$ cat src/rtl/ddc_tune_pkg.sv
// Shared types for the DDC tuning sequencer: FSM state encoding and phase increment type.
package ddc_tune_pkg;

  localparam int PHASE_WIDTH = 32;

  typedef logic [PHASE_WIDTH-1:0] phase_inc_t;

  typedef enum logic [1:0] {
    IDLE = 2'd0,
    ARM  = 2'd1,
    RUN  = 2'd2
  } state_e;

endpackage

$ cat src/rtl/ddc_tune_sequencer_if.sv
// Manual retune handshake and NCO phase-increment load bundle.
interface ddc_tune_sequencer_if;
  import ddc_tune_pkg::*;

  phase_inc_t i_man_phase_inc;
  logic       i_man_valid;
  logic       o_man_ready;
  phase_inc_t o_phase_inc;
  logic       o_phase_inc_valid;

  modport master (
    output i_man_phase_inc, i_man_valid,
    input  o_man_ready, o_phase_inc, o_phase_inc_valid
  );

  modport slave (
    input  i_man_phase_inc, i_man_valid,
    output o_man_ready, o_phase_inc, o_phase_inc_valid
  );

endinterface

$ cat src/rtl/ddc_tune_table.sv
// Hop table: DEPTH x 32 register file, synchronous write, asynchronous read, cleared on reset.
module ddc_tune_table
  import ddc_tune_pkg::*;
#(
  parameter int DEPTH = 8,
  parameter int AW    = $clog2(DEPTH)
) (
  input  logic          i_clock,
  input  logic          i_reset,
  input  logic [AW-1:0] i_wr_addr,
  input  phase_inc_t    i_wr_data,
  input  logic          i_wr_valid,
  input  logic [AW-1:0] i_rd_addr,
  output phase_inc_t    o_rd_data
);

  phase_inc_t r_mem [DEPTH];

  always_ff @(posedge i_clock or posedge i_reset) begin
    if (i_reset) begin
      for (int i = 0; i < DEPTH; i++) r_mem[i] <= '0;
    end else if (i_wr_valid) begin
      r_mem[i_wr_addr] <= i_wr_data;
    end
  end

  // A write landing on the entry being issued this cycle is seen on the next issue.
  assign o_rd_data = r_mem[i_rd_addr];

endmodule

$ cat src/rtl/ddc_tune_sequencer.sv
// DDC tuning controller: arbitrates manual retunes against a dwell-timed frequency-hop table.
// Optional post-retune blanking is built only when DDC_TUNE_BLANK_EN is defined.
module ddc_tune_sequencer
  import ddc_tune_pkg::*;
#(
  parameter int DEPTH         = 8,
  parameter int DWELL_WIDTH   = 16,
  parameter int BLANK_SAMPLES = 4,
  localparam int AW           = $clog2(DEPTH)
) (
  input  logic                   i_clock,
  input  logic                   i_reset,
  input  logic [AW-1:0]          i_tbl_wr_addr,
  input  phase_inc_t             i_tbl_wr_data,
  input  logic                   i_tbl_wr_valid,
  input  logic [AW-1:0]          i_last_index,
  input  logic [DWELL_WIDTH-1:0] i_dwell,
  input  logic                   i_start,
  input  logic                   i_stop,
  input  logic                   i_sample_valid,
  ddc_tune_sequencer_if.slave    bus,
  output logic [AW-1:0]          o_hop_index,
  output logic                   o_busy,
  output logic                   o_blank
);

  state_e                 r_state;
  state_e                 w_state_next;
  logic [DWELL_WIDTH-1:0] r_cnt;
  logic [DWELL_WIDTH-1:0] w_cnt_next;
  logic [DWELL_WIDTH-1:0] w_dwell_m1;
  logic [AW-1:0]          r_idx;
  logic [AW-1:0]          w_issue_idx;
  logic [AW-1:0]          w_wrap_idx;
  logic                   w_issue;
  logic                   w_man_fire;
  phase_inc_t             r_phase_inc;
  logic                   r_phase_vld;
  phase_inc_t             w_tbl_rd;

  ddc_tune_table #(.DEPTH(DEPTH), .AW(AW)) u_table (
    .i_clock    (i_clock),
    .i_reset    (i_reset),
    .i_wr_addr  (i_tbl_wr_addr),
    .i_wr_data  (i_tbl_wr_data),
    .i_wr_valid (i_tbl_wr_valid),
    .i_rd_addr  (w_issue_idx),
    .o_rd_data  (w_tbl_rd)
  );

  assign w_dwell_m1 = (i_dwell == '0) ? '0 : i_dwell - DWELL_WIDTH'(1);
  // Wrap also covers an index left beyond a newly shortened table.
  assign w_wrap_idx = (r_idx >= i_last_index) ? '0 : r_idx + AW'(1);

  always_ff @(posedge i_clock or posedge i_reset) begin
    if (i_reset) r_state <= IDLE;
    else         r_state <= w_state_next;
  end

  always_comb begin
    w_state_next = r_state;
    w_cnt_next   = r_cnt;
    w_issue      = 1'b0;
    w_issue_idx  = r_idx;
    w_man_fire   = 1'b0;
    case (r_state)
      IDLE: begin
        w_man_fire = bus.i_man_valid;
        if (i_start && !i_stop) w_state_next = ARM;
      end
      ARM: begin
        if (i_stop) begin
          w_state_next = IDLE;
        end else if (i_sample_valid) begin
          w_state_next = RUN;
          w_issue      = 1'b1;
          w_issue_idx  = '0;
          w_cnt_next   = '0;
        end
      end
      RUN: begin
        if (i_stop) begin
          w_state_next = IDLE;
        end else if (i_sample_valid) begin
          // >= keeps the hop bounded if the dwell is shortened mid-hop.
          if (r_cnt >= w_dwell_m1) begin
            w_cnt_next  = '0;
            w_issue     = 1'b1;
            w_issue_idx = w_wrap_idx;
          end else begin
            w_cnt_next = r_cnt + DWELL_WIDTH'(1);
          end
        end
      end
      default: w_state_next = IDLE;
    endcase
  end

  always_ff @(posedge i_clock or posedge i_reset) begin
    if (i_reset) begin
      r_cnt       <= '0;
      r_idx       <= '0;
      r_phase_inc <= '0;
      r_phase_vld <= 1'b0;
    end else begin
      r_cnt       <= w_cnt_next;
      r_phase_vld <= w_issue | w_man_fire;
      if (w_issue) begin
        r_idx       <= w_issue_idx;
        r_phase_inc <= w_tbl_rd;
      end else if (w_man_fire) begin
        r_phase_inc <= bus.i_man_phase_inc;
      end
    end
  end

  assign bus.o_man_ready       = (r_state == IDLE) && !i_reset;
  assign bus.o_phase_inc       = r_phase_inc;
  assign bus.o_phase_inc_valid = r_phase_vld;
  assign o_hop_index           = r_idx;
  assign o_busy                = (r_state != IDLE);

`ifdef DDC_TUNE_BLANK_EN
  localparam int BW = $clog2(BLANK_SAMPLES + 1);

  logic [BW-1:0] r_blank_cnt;

  // Loads alongside the pulse so o_blank rises with it, then counts strobes down.
  always_ff @(posedge i_clock or posedge i_reset) begin
    if (i_reset) begin
      r_blank_cnt <= '0;
    end else if (w_issue || w_man_fire) begin
      r_blank_cnt <= BW'(BLANK_SAMPLES);
    end else if (i_sample_valid && r_blank_cnt != '0) begin
      r_blank_cnt <= r_blank_cnt - BW'(1);
    end
  end

  assign o_blank = (r_blank_cnt != '0);
`else
  assign o_blank = 1'b0;
`endif

endmodule
$ cat src/flat_wrapper.sv
// flat-port wrapper written by rule: the top's interface ports become plain ports
module ddc_tune_sequencer_flat import ddc_tune_pkg::*;
#(
  parameter int DEPTH         = 8,
  parameter int DWELL_WIDTH   = 16,
  parameter int BLANK_SAMPLES = 4,
  localparam int AW           = $clog2(DEPTH)
)
  (i_clock, i_reset, i_tbl_wr_addr, i_tbl_wr_data, i_tbl_wr_valid, i_last_index, i_dwell, i_start, i_stop, i_sample_valid, o_hop_index, o_busy, o_blank, bus_i_man_phase_inc, bus_i_man_valid, bus_o_man_ready, bus_o_phase_inc, bus_o_phase_inc_valid);
  ddc_tune_sequencer_if bus_i ();
  input  logic i_clock;
  input  logic i_reset;
  input  logic [AW-1:0] i_tbl_wr_addr;
  input  phase_inc_t i_tbl_wr_data;
  input  logic i_tbl_wr_valid;
  input  logic [AW-1:0] i_last_index;
  input  logic [DWELL_WIDTH-1:0] i_dwell;
  input  logic i_start;
  input  logic i_stop;
  input  logic i_sample_valid;
  output logic [AW-1:0] o_hop_index;
  output logic o_busy;
  output logic o_blank;
  input wire logic [$bits(bus_i.i_man_phase_inc)-1:0] bus_i_man_phase_inc;
  input wire logic [$bits(bus_i.i_man_valid)-1:0] bus_i_man_valid;
  output wire logic [$bits(bus_i.o_man_ready)-1:0] bus_o_man_ready;
  output wire logic [$bits(bus_i.o_phase_inc)-1:0] bus_o_phase_inc;
  output wire logic [$bits(bus_i.o_phase_inc_valid)-1:0] bus_o_phase_inc_valid;
  assign bus_i.i_man_phase_inc = bus_i_man_phase_inc;
  assign bus_i.i_man_valid = bus_i_man_valid;
  assign bus_o_man_ready = bus_i.o_man_ready;
  assign bus_o_phase_inc = bus_i.o_phase_inc;
  assign bus_o_phase_inc_valid = bus_i.o_phase_inc_valid;
  ddc_tune_sequencer #(.DEPTH(DEPTH), .DWELL_WIDTH(DWELL_WIDTH), .BLANK_SAMPLES(BLANK_SAMPLES)) u_core (.i_clock(i_clock), .i_reset(i_reset), .i_tbl_wr_addr(i_tbl_wr_addr), .i_tbl_wr_data(i_tbl_wr_data), .i_tbl_wr_valid(i_tbl_wr_valid), .i_last_index(i_last_index), .i_dwell(i_dwell), .i_start(i_start), .i_stop(i_stop), .i_sample_valid(i_sample_valid), .bus(bus_i), .o_hop_index(o_hop_index), .o_busy(o_busy), .o_blank(o_blank));
endmodule
$ cat config.mk
export PLATFORM = sky130hd
export DESIGN_NAME = ddc_tune_sequencer_flat
export DESIGN_NICKNAME = d
export VERILOG_FILES = /design/src/rtl/ddc_tune_pkg.sv /design/src/rtl/ddc_tune_sequencer_if.sv /design/src/rtl/ddc_tune_table.sv /design/src/rtl/ddc_tune_sequencer.sv /design/src/flat_wrapper.sv
export SDC_FILE = /design/constraint.sdc
export NUM_CORES = 1
export LEC_CHECK = 0
export ABC_AREA = 1
export BUFFER_PORTS_ARGS = -buffer_cell sky130_fd_sc_hd__buf_2
export CAP_MARGIN = 15
export CORE_MARGIN = 5
export CORE_UTILIZATION = 25
export DETAILED_ROUTE_END_ITERATION = 8
export HOLD_SLACK_MARGIN = 0.02
export PLACE_DENSITY = 0.44
export SYNTH_ARGS = -nofsm -noshare
export SYNTH_HDL_FRONTEND = slang
export SYNTH_SLANG_ARGS = --single-unit
$ cat constraint.sdc
create_clock -name i_clock -period 9.1 [get_ports i_clock]
set_input_delay 0.91 -clock i_clock [delete_from_list [all_inputs] [get_ports i_clock]]
set_output_delay 0.91 -clock i_clock [all_outputs]
set_load 0.01 [all_outputs]
# ---- Word-level counts from Yosys, hierarchy flattened
# Cells that the tools add are included.
dict set report totals {
  out_inout_bits 39
  elab_cells 79
  ff_bits 310
  inputBits 93
}
dict set report classes {
  n_eq_ne 9
  muxes 34
  reduce_logical 12
  n_bitwise 3
  add_sub_neg 3
  n_lt_le_gt_ge 5
}
# op count
set op_table {}
lappend op_table {{bitwise mux 256 bit} 1}
lappend op_table {{2-to-1 mux 32 bit} 5}
lappend op_table {{binary-select mux 32 bit (select 3 bit)} 1}
lappend op_table {{demux 32 bit (select 3 bit)} 1}
lappend op_table {{2-to-1 mux 16 bit} 6}
lappend op_table {{one-hot mux 16 bit (2 select lines)} 1}
lappend op_table {{2-to-1 mux 3 bit} 6}
lappend op_table {{adder 16 x 1 -> 16 bit, second input constant} 1}
lappend op_table {{greater-or-equal comparator 16 bit} 1}
lappend op_table {{logical NOT 16 bit} 1}
lappend op_table {{subtractor 16 x 1 -> 16 bit, second input constant} 1}
lappend op_table {{inequality test 2 bit, second input constant} 5}
lappend op_table {{greater-or-equal comparator 4 bit, second input constant} 2}
lappend op_table {{2-to-1 mux 2 bit} 4}
lappend op_table {{inverter 3 -> 4 bit} 2}
lappend op_table {{2-to-1 mux 1 bit} 6}
lappend op_table {{one-hot mux 2 bit (3 select lines)} 1}
lappend op_table {{one-hot mux 3 bit (2 select lines)} 1}
lappend op_table {{nonzero test 2 bit} 3}
lappend op_table {{AND reduction 5 bit} 1}
lappend op_table {{less-than comparator 4 x 1 -> 1 bit, second input constant} 1}
lappend op_table {{adder 3 x 1 -> 3 bit, second input constant} 1}
lappend op_table {{greater-or-equal comparator 3 bit} 1}
lappend op_table {{logical AND 1 bit} 3}
lappend op_table {{other kinds (9)} 10}

# ---- Depth between registers and ports, before layout
dict set report depth {
  depth_word 12
  depth_mapped 31
  ltp_nobuf 30
}

# ---- Modules after synthesis
# Synthesis repeated with hierarchy kept, for this count alone.
dict set report unflattened {
  cells_unflattened 2218
  area_unflattened_um2 16296.9
}
# mod instances cells_each seq_area_each_um2 area_per_inst_um2
set modules_own_cells {}
lappend modules_own_cells {ddc_tune_table 1 1717 6406.1 12472.0}
lappend modules_own_cells {ddc_tune_sequencer 1 501 1351.3 3824.9}

# ---- Worst setup path before layout
# No wires, ideal clock.
dict set report synth_path {
  path_type {input port to flip-flop}
  start {input port i_dwell[3]}
  end {register u_core.r_phase_inc[23], in the netlist u_core.bus.o_phase_inc[23]}
  path_slack_ns 5.084
  arrival_time_ns 3.898
  setup_ns 0.117
  n_path_buf 2
  stages 27
  t_required_ns 8.983
  path_cell_list {nor2_1 > inv_1 > nor2_1 > nand3_1 > nor3_1 > nor3b_1 > xor2_1 > nand2_1 > ha_1 > a21oi_1 > o21ai_0 > a21oi_1 > nand2_2 > nand2_1 > nand2_1 > nand2_1 > nand2_1 > nand2_2 > buf_4 > buf_2 > nand3_1 > nand3_1 > nand2_1 > nand2_1 > nand2_1 > nor2_1 > nor2_1}
}
dict set report synth_between {
  elab_chain_len 12
  word_cells_on_any_way 18
  cone_classes {add/sub: 1; order compare: 1; mux: 13; bitwise: 1; reduce/logical: 2}
}
# element line
set synth_rtl {}
lappend synth_rtl {{from (decl)} flat_wrapper.sv:17} ;# input logic [DWELL_WIDTH-1:0] i_dwell;
lappend synth_rtl {{subtractor 16 x 1 -> 16 bit / logical NOT 16 bit (equally long branches)} ddc_tune_sequencer.sv:51} ;# assign w_dwell_m1 = (i_dwell == '0) ? '0 : i_dwell - DWELL_WIDTH'(1);
lappend synth_rtl {{2-to-1 mux 16 bit (*)} ddc_tune_sequencer.sv:51}
lappend synth_rtl {{greater-or-equal comparator 16 bit (*)} ddc_tune_sequencer.sv:86} ;# if (r_cnt >= w_dwell_m1) begin
lappend synth_rtl {{2-to-1 mux 3 bit} ddc_tune_sequencer.sv:86}
lappend synth_rtl {{2-to-1 mux 3 bit} ddc_tune_sequencer.sv:84} ;# end else if (i_sample_valid) begin
lappend synth_rtl {{2-to-1 mux 3 bit} ddc_tune_sequencer.sv:82} ;# if (i_stop) begin
lappend synth_rtl {{one-hot mux 3 bit (2 select lines)} ddc_tune_sequencer.sv:66} ;# case (r_state)
lappend synth_rtl {{inverter 3 -> 4 bit (implied by the code)} ddc_tune_table.sv:28} ;# assign o_rd_data = r_mem[i_rd_addr];
lappend synth_rtl {{binary-select mux 32 bit (select 3 bit)} ddc_tune_table.sv:28}
lappend synth_rtl {{2-to-1 mux 32 bit (implied by the code) (2 in series)} ddc_tune_table.sv:28}
lappend synth_rtl {{2-to-1 mux 32 bit} ddc_tune_sequencer.sv:108} ;# if (w_issue) begin
lappend synth_rtl {{to (signal assigned)} ddc_tune_sequencer.sv:110} ;# r_phase_inc <= w_tbl_rd;
lappend synth_rtl {{to (signal assigned)} ddc_tune_sequencer.sv:112} ;# r_phase_inc <= bus.i_man_phase_inc;
lappend synth_rtl {{to (decl)} ddc_tune_sequencer.sv:37} ;# phase_inc_t r_phase_inc;
# Mark *: on every way between the ends. The rest lies on a longest branch, timed or not. The select of a mux whose other input is x is not followed.
# A chain may end at the register's enable or synchronous reset.

# ---- Final worst setup path
dict set report layout_path {
  start {input port i_dwell[3]}
  end {register u_core.r_phase_inc[5], in the netlist u_core.bus.o_phase_inc[5]}
}
# Same word-level chain as after synthesis.

==> impl_metrics.json <==
{
  "drive_gt1_share_pct": 10.1,
  "rr_endpoint": "u_core.bus.o_phase_inc[5]",
  "rr_startpoint": "u_core.o_hop_index[0]",
  "status": "finished clean",
  "rrSetupSlack_ns": 4.61,
  "pre_cts_ws_ns": 2.69,
  "fmax_ghz": 0.170,
  "nets": 2377,
  "io_pins": 132,
  "viasPerCell": 4.51,
  "cts_buffer_depth": 3,
  "slowest_stage": "nand2_4",
  "power_frac_clock_pct": 25.6,
  "startpoint": "i_dwell[3]",
  "synth_top_cell_by_area": "dfrtp_1",
  "port_buffers": 130,
  "end_kind": "register",
  "post-cts-setup-buffers": 0,
  "cts_tree": "yes",
  "core_sq_um": 64300,
  "synth.cell_area_sq_um": 16200,
  "setup_viol": 0,
  "clock_latency_ns": 0.55,
  "start_util_pct": 25.2,
  "rr_worst_depth": 19,
  "seq_power_share_pct": 30.9,
  "ys_seq_area_share_pct": 47.8,
  "p_int_mw": 3.45,
  "htreeDepth": 2,
  "place_area_sq_um": 17600,
  "post-route-min-period_ns": 5.88,
  "final_cell_area_sq_um": 18900,
  "p_comb_share_pct": 43.5,
  "area_growth_pct": 16.2,
  "worst_slack_ns": 3.22,
  "slowest_delay_ns": 0.99,
  "timing.critical_path.from_type": "primary input",
  "maxCapViolCount": 0,
  "yosys_warnings": 0,
  "timing.critical_path.mode_cell": "nand2_1",
  "antenna_found_initial": 1,
  "grt_overflow": 0,
  "fin_skew_ns": 0.0158,
  "fin_crit_sh_pct": 64.6,
  "ys_seq_elements": 310,
  "cts_sinks": 310,
  "first_global_vias": 13911,
  "setup-tns-final_ns": 0,
  "grt_pass1_wl_microns": 81400,
  "post-route-drc-count": 0,
  "dp_hpwl_microns": 29300,
  "switchingPower_mw": 2.60,
  "relSlewSlack_pct": 28.9,
  "syn_inst": 2190,
  "powerDensity_nw_per_um2": 321,
  "critPathTopFamily": "simple AND/OR/NAND/NOR gates",
  "hold_viol_final": 0,
  "fp.dieW_microns": 265,
  "p_leak_nw": 9.47,
  "required_ns": 9.57,
  "path_buf_inv": 3,
  "postRouteWirelength_microns": 51100,
  "min_path_type": "in -> async",
  "syn-num-nets": 2309,
  "rsz0062_at_grt": "no",
  "cts_hold_repair.buffers": 0,
  "swShare_pct": 43.0,
  "ir_drop_mv": 0.202,
  "dr.pass1.iters": 7,
  "cts_made_buffers": 38,
  "synth.avg_cell_area_sq_um": 7.41,
  "path_clk_slew_ns": 0.06,
  "die_y_microns": 265,
  "grt_usage_pct": 14.3,
  "yosysUniqueCellTypes": 38,
  "wl_per_cell_microns": 16.3,
  "crit_fanout": 80,
  "critical_path_class": "in -> reg",
  "grt_max_degree": 176,
  "dr_total_vias": 14153,
  "root_buffer": "clkbuf_16",
  "place_congestion": 0.823,
  "cts_resized": 0,
  "tightest_slew_ns": 1.07,
  "fp-row-count": 93,
  "synthTopCellsByArea": "dfrtp_1 48%, nand2_1 16%, o21ai_0 8.4%, nand3_1 6.6%, inv_1 6.3%",
  "drt-initial-drc-count": 968,
  "ant_nets": 0,
  "worst_ep_arrival_time_ns": 6.35,
  "netlist.area_leader.share_pct": 47.8,
  "finalMaxSlewViolations": 0,
  "fp.dieArea_sq_um": 70100
}
-- cell type report --
type                       instances  area, sq um
inverter                         274         1040
multi-input combinational       1484         6920
clock inverter                     9          123
tap                              855         1070
antenna                            1         2.50
clock buffer                      54         1140
sequential                       310         7760
fill                            6998        45500
timing repair buffer             150          813
-- metrics by stage --
step / cells / hold slack, ns / power, mW / utilization [%]
floorplan: 2190 / 0.444 / 3.84 / -
global placement: 3073 / 0.457 / 4.55 / 27.3
detailed placement: 3073 / 0.464 / 4.58 / 27.3
CTS: 3136 / 0.313 / 6.17 / 29.3
global route: 3136 / 0.346 / 6.58 / 29.3
finish: 3137 / 0.337 / 6.05 / 29.3
-- how the worst max path moves through the flow --
stage | to | cells past startpoint
after floorplan | u_core.bus.o_phase_inc[0] | 1
after global placement | u_core.bus.o_phase_inc[15] | 24
after detailed placement | u_core.bus.o_phase_inc[15] | 28
after CTS | u_core.bus.o_phase_inc[5] | 29
after global routing | u_core.bus.o_phase_inc[0] | 28
final | u_core.bus.o_phase_inc[5] | 29
-- cell usage in the layout (no fill, tap or decap), types with 2 or more instances in the layout --
master        n
a21oi_1      19
a21oi_4       3
a31oi_1       3
buf_2       130
buf_4        19
bufinv_16     3
clkbuf_1      6
clkbuf_16    41
clkbuf_8      7
clkinv_2      6
clkinvlp_4    2
dfrtp_1     310
ha_1         26
inv_1       271
nand2_1     701
nand2_2       7
nand2_4       3
nand3_1     212
nand3b_1     53
nand4_1       5
nor2_1      127
nor3_1        9
nor3_2        2
o211ai_1      2
o21ai_0     271
o21ai_1       2
o22ai_1      10
o31ai_1       2
or2_2         2
xor2_1       14
-- cells in the mapped netlist --
cell type / instances
nor2_1: 128
a21oi_4: 2
nand2_1: 708
inv_2: 1
ha_1: 26
dfrtp_1: 310
a22oi_1: 1
buf_4: 18
nor3_1: 10
a21oi_1: 19
o21ai_1: 2
o21ai_0: 271
inv_4: 1
o2111ai_1: 1
nand2_2: 3
o22ai_1: 10
buf_2: 22
nor4_1: 1
or2_2: 2
buf_6: 5
inv_1: 272
nor3b_1: 1
conb_1: 1
nor3_2: 1
o31ai_1: 2
a31oi_1: 3
nand4_1: 5
nand3b_1: 53
nor4_2: 1
o41ai_1: 1
xor2_1: 14
o211ai_1: 2
a21oi_2: 1
buf_1: 4
clkbuf_1: 73
o21a_1: 1
nand3_1: 213
o32ai_1: 1
-- flip-flops by register name, summed over array words and instances, names as in the netlist --
register / count
u_core.r_state: 2
u_core.bus.o_phase_inc: 32
u_core.bus.o_phase_inc_valid: 1
u_core.u_table.r_mem: 256
u_core.o_hop_index: 3
u_core.r_cnt: 16
-- power by group through the flow --
stage | Combinational (mW) | Sequential, mW | Clock, mW
after floorplan | 1.97 | 1.88 | 0
after global placement | 2.67 | 1.89 | 0
after detailed placement | 2.68 | 1.89 | 0
after CTS | 2.69 | 1.87 | 1.60
after global routing | 3.01 | 1.91 | 1.66
final | 2.63 | 1.87 | 1.55
-- layer usage --
layer	GRT usage, %	vias to the layer above	share of wire, %
met4	3.44	2	2.1
met3	2.88	69	5.0
met5	0	-	0.025
li1	-	7033	-
met1	20.1	6754	48
met2	22.9	295	45
-- cell families after synthesis --
group / Yosys count / synth area share [%]
and+or+nand+nor: 1126 / 29.3
buffers and inverters: 396 / 9.99
AOI/OAI and AO/OA: 317 / 10.2
DFF: 310 / 47.8
adders and majority gates: 26 / 2.00
xor gates and xnor gates: 14 / 0.755
other: 1 / 0.0231
Note: power is estimated with default switching activity, not from simulation.
